**config.mk**
```make
export PLATFORM = sky130hd
export DESIGN_NAME = prescaled_mod_counter
export DESIGN_NICKNAME = d
export VERILOG_FILES = /design/src/rtl/prescaled_mod_counter.sv
export SDC_FILE = /design/constraint.sdc
export NUM_CORES = 1
export LEC_CHECK = 0
export ABC_CLOCK_PERIOD_IN_PS = 2100
export CORE_UTILIZATION = 31
export DETAILED_ROUTE_END_ITERATION = 6
export PLACE_DENSITY = 0.52
export SLEW_MARGIN = 20
export SYNTH_ARGS = -nofsm -noshare
export SYNTH_HDL_FRONTEND = slang
export SYNTH_SLANG_ARGS = --single-unit
```
**constraint.sdc**
```tcl
create_clock -name clk -period 2.1 [get_ports clk]
set_clock_uncertainty 0.15 [all_clocks]
set_input_delay 0.42 -clock clk [delete_from_list [all_inputs] [get_ports clk]]
set_output_delay 0.42 -clock clk [all_outputs]
set_load 0.05 [all_outputs]
```
**src/rtl/prescaled_mod_counter.sv**
```systemverilog
// prescaled_mod_counter: prescaled modulo-N up/down counter with load, enable and terminal-count pulse.
// Define COUNT_GRAY_OUT_EN to drive count as Gray code of the internal binary value.
module prescaled_mod_counter #(
    parameter int WIDTH    = 4,
    parameter int MODULO   = 16,
    parameter int PRESCALE = 5000000
) (
    input  logic             clk,
    input  logic             reset,
    input  logic             en,
    input  logic             up,
    input  logic             load,
    input  logic [WIDTH-1:0] load_val,
    output logic [WIDTH-1:0] count,
    output logic             tick,
    output logic             tc
);
    localparam int PS_W = PRESCALE > 1 ? $clog2(PRESCALE) : 1;
    localparam logic [WIDTH-1:0] TOP = WIDTH'(MODULO - 1);
    localparam logic [WIDTH:0] MOD_EXT = (WIDTH + 1)'(MODULO);
    localparam logic [PS_W-1:0] PS_TOP = PS_W'(PRESCALE - 1);
    logic [WIDTH-1:0] bin, bin_nx, count_nx;
    logic [PS_W-1:0] ps_cnt;
    logic step, wrap;
    always_comb begin
        step = en && ps_cnt == PS_TOP;
        wrap = up ? bin == TOP : bin == '0;
        bin_nx = load  ? ({1'b0, load_val} >= MOD_EXT ? TOP : load_val) :
                 !step ? bin :
                 wrap  ? (up ? '0 : TOP) :
                 up    ? bin + 1'b1 : bin - 1'b1;
`ifdef COUNT_GRAY_OUT_EN
        count_nx = bin_nx ^ (bin_nx >> 1);
`else
        count_nx = bin_nx;
`endif
    end
    // count is re-registered from bin_nx so it never lags the tick/tc pulses
    always_ff @(posedge clk) begin
        if (reset) begin
            bin    <= '0;
            count  <= '0;
            ps_cnt <= '0;
            tick   <= 1'b0;
            tc     <= 1'b0;
        end else begin
            bin    <= bin_nx;
            count  <= count_nx;
            ps_cnt <= (load || step) ? '0 : en ? ps_cnt + 1'b1 : ps_cnt;
            tick   <= step && !load;
            tc     <= step && !load && wrap;
        end
    end
endmodule

```
==> impl_metrics.py <==
metrics = {
    "outcome": {
        "status": "completed",
    },
    "global_route": {
        "antenna_found_initial": 0,
        "grt_pass1_vias": 1363,
        "grt_pass1_wl_um": 6020,
        "grt_overflow": 0,
        "grt_max_degree": 19,
        "grt.total_usage": 0.145,
    },
    "critical_path": {
        "worstSetupStartpointType": "flip-flop",
        "crit_path_end_kind": "output port",
        "path_class": "flip-flop to output port",
        "critical_path_required_ns": 1.53,
        "path_cells": "clkdlybuf4s50_1",
        "path_buf_inv": 1,
        "critPathMaxStageDelay_ns": 0.79,
        "crit_family": "buffers and inverters",
        "cp_slowest_cell": "clkdlybuf4s50_1",
        "arrival_ns": 1.37,
        "crit_path_max_fanout": 1,
    },
    "place": {
        "hpwl_um": 2630,
        "io_buffers": 14,
        "placed_area_um2": 1870,
        "gp_congestion": 0.785,
    },
    "sta": {
        "post-route-period-util": 0.926,
        "slew_headroom": 0.652,
        "tightest_slew_ns": 0.518,
        "clock.fmax_mhz": 514,
        "finalHoldViolations": 0,
        "fin_tns_setup_ns": 0,
        "final_max_slew_viol_count": 0,
        "finalCriticalPeriod_ns": 1.94,
        "rsz0062_at_grt": "false",
        "setup_viol": 0,
    },
    "synth": {
        "synth_nets": 191,
        "netlist_area_um2": 1590,
        "synth_area_per_cell_um2": 8.91,
        "ys_ff_latch": 29,
        "postSynthCellCount": 178,
        "synth_top_area_share": 0.366,
        "synth_edf_count": 0,
        "async_flop_share": 0,
        "ys.flop_type": "dfxtp_1",
        "synth_top_area_cell": "dfxtp_1",
        "ys_warn_count": 0,
        "yosysSeqAreaShare": 0.366,
        "yosys-top-cells-area": "dfxtp_1 37%, xor2_1 5.0%, nor2_1 4.5%, nand4_1 3.9%, a21oi_1 3.8%",
        "synth.distinct_cells": 45,
    },
    "die": {
        "die_w_um": 73.5,
        "initial_core_util": 0.329,
        "ios": 15,
        "fp-row-count": 25,
        "core_um2": 4820,
        "dieArea_um2": 5400,
        "die_y_um": 73.5,
    },
    "clocking": {
        "htreeDepth": 2,
        "insertion_delay_ns": 0.28,
        "clk_pin_slew_ns": 0.06,
        "hold_buffers": 0,
        "clk_path_buf_depth": 2,
        "cts_sinks": 29,
        "cts_buffers": 5,
        "root_buffer": "clkbuf_8",
        "cts_tree": "built",
    },
    "finish": {
        "nFillCells": 508,
        "fin_area_um2": 1980,
        "layout-drive-gt1-share": 0.169,
        "antennaDiodeCount": 0,
        "area_growth_pct": 25.1,
        "fin_nets": 219,
    },
    "pwr": {
        "power_per_cell_area_nw_per_um2": 644,
        "p_leak_nw": 0.704,
        "p_total_w": 0.00128,
        "max-vdd-ir-drop_v": 0.000290,
    },
    "run": {
        "drv_cap": 0,
    },
    "detailed_routing": {
        "drt-total-wl_um": 3470,
        "via_per_inst": 5.19,
        "wl_per_cell_um": 12.6,
        "ant_nets": 0,
        "num_vias": 1422,
        "drt_iter0_drc": 48,
        "drc": 0,
        "drt_pre_antenna_iters": 4,
    },
    "hold_path": {
        "hp-class": "flip-flop to flip-flop",
    },
}
## worst reg2reg max path, delay by kind of cell, from the launching register on
kind / cells / cell delay, ns
adder cells (fa/ha/maj): 1 / 0.22
flip-flops: 1 / 0.40
AND/OR/NAND/NOR: 3 / 0.90
AO/OA/AOI/OAI: 1 / 0.16
## power by group
group	leakage, nW	switching [W]	internal [W]
Sequential	0.235	0.00000973	0.000557
Combinational	0.411	0.0000607	0.0000568
Clock	0.0585	0.000207	0.000386
Total	0.704	0.000277	0.00100
## registers in the layout, indices dropped and copies added (netlist names)
register / flops
tick: 1
tc: 1
bin: 4
ps_cnt: 23
## what timing repair did
action,CTS,global route
resized for setup,0,1
buffers inserted,0,0
setup endpoints to repair,0,1
## worst paths after layout
check | from | to | slack, ns | depth (start not counted)
worst max-delay path | tick | tick | 0.16 | 1
worst max register to register | ps_cnt[1] | ps_cnt[20] | 0.21 | 5
worst min register to register | ps_cnt[21] | ps_cnt[21] | 0.35 | 2
worst min-delay path | ps_cnt[21] | ps_cnt[21] | 0.35 | 2
## cells by family (layout without fill, tap and decap cells)
kind of cell	Yosys count	count (layout)	share of synthesized area
AND/OR/NAND/NOR	85	85	0.329
AO/OA/AOI/OAI	36	36	0.149
flip-flops	29	29	0.366
XOR/XNOR	15	15	0.0829
buffers and inverters	8	37	0.0300
adder cells (fa/ha/maj)	4	4	0.0363
multiplexers	1	1	0.00631
## area by class of cell
type	count	area (um2)	area share
Clock inverter	1	30.0	0.0151
Tap cell	67	83.8	0.0423
Clock buffer	7	86.3	0.0435
Inverter	3	11.3	0.00568
Sequential cell	29	581	0.293
Multi-Input combinational cell	141	958	0.483
Timing Repair Buffer	26	233	0.117
## placed cells by master, fill, tap and decap left out, drive strengths merged
cell,instances
o21bai,3
buf,16
a211oi,3
a31oi,1
or4b,1
nand2,11
fa,1
nand4b,1
inv,3
nor3b,1
nor4b,2
a311oi,3
nand4,11
nor4,2
and3,6
nand3,9
xor2,9
nor2,19
clkdlybuf4s50,10
a21oi,12
xnor2,6
or3,3
a21o,2
and4,5
ha,3
nand3b,1
o311ai,1
o31ai,5
dfxtp,29
o41ai,1
clkbuf,7
o21ai,5
mux2i,1
bufinv,1
or4,5
nor3,2
or2,2
and2,4
## synth_stat cells, drive strengths merged, types with 5 or more instances
master	instances
dfxtp	29
nor2	19
a21oi	12
nand2	11
nand4	11
nand3	9
xor2	9
and3	6
xnor2	6
and4	5
buf	5
o21ai	5
o31ai	5
or4	5
## per-layer routing
layer / GRT usage / up-vias / wire length (um)
met2: 0.232 / 37 / 1550
met5: 0 / - / 0
met3: 0.0412 / 7 / 165
met4: 0.0662 / 0 / 57
met1: 0.180 / 653 / 1700
li1: - / 725 / -
## stage by stage
stage,cells,setup slack (ns),utilization,hold WS [ns]
2_1_floorplan,178,0.296,-,0.303
3_3_place_gp,266,-0.114,0.387,0.337
3_5_place_dp,266,-0.178,0.387,0.337
4_1_cts,274,0.115,0.411,0.350
5_1_grt,274,0.0569,0.412,0.374
6_report,274,0.155,0.412,0.351
Note: power is estimated with default switching activity, not from simulation.
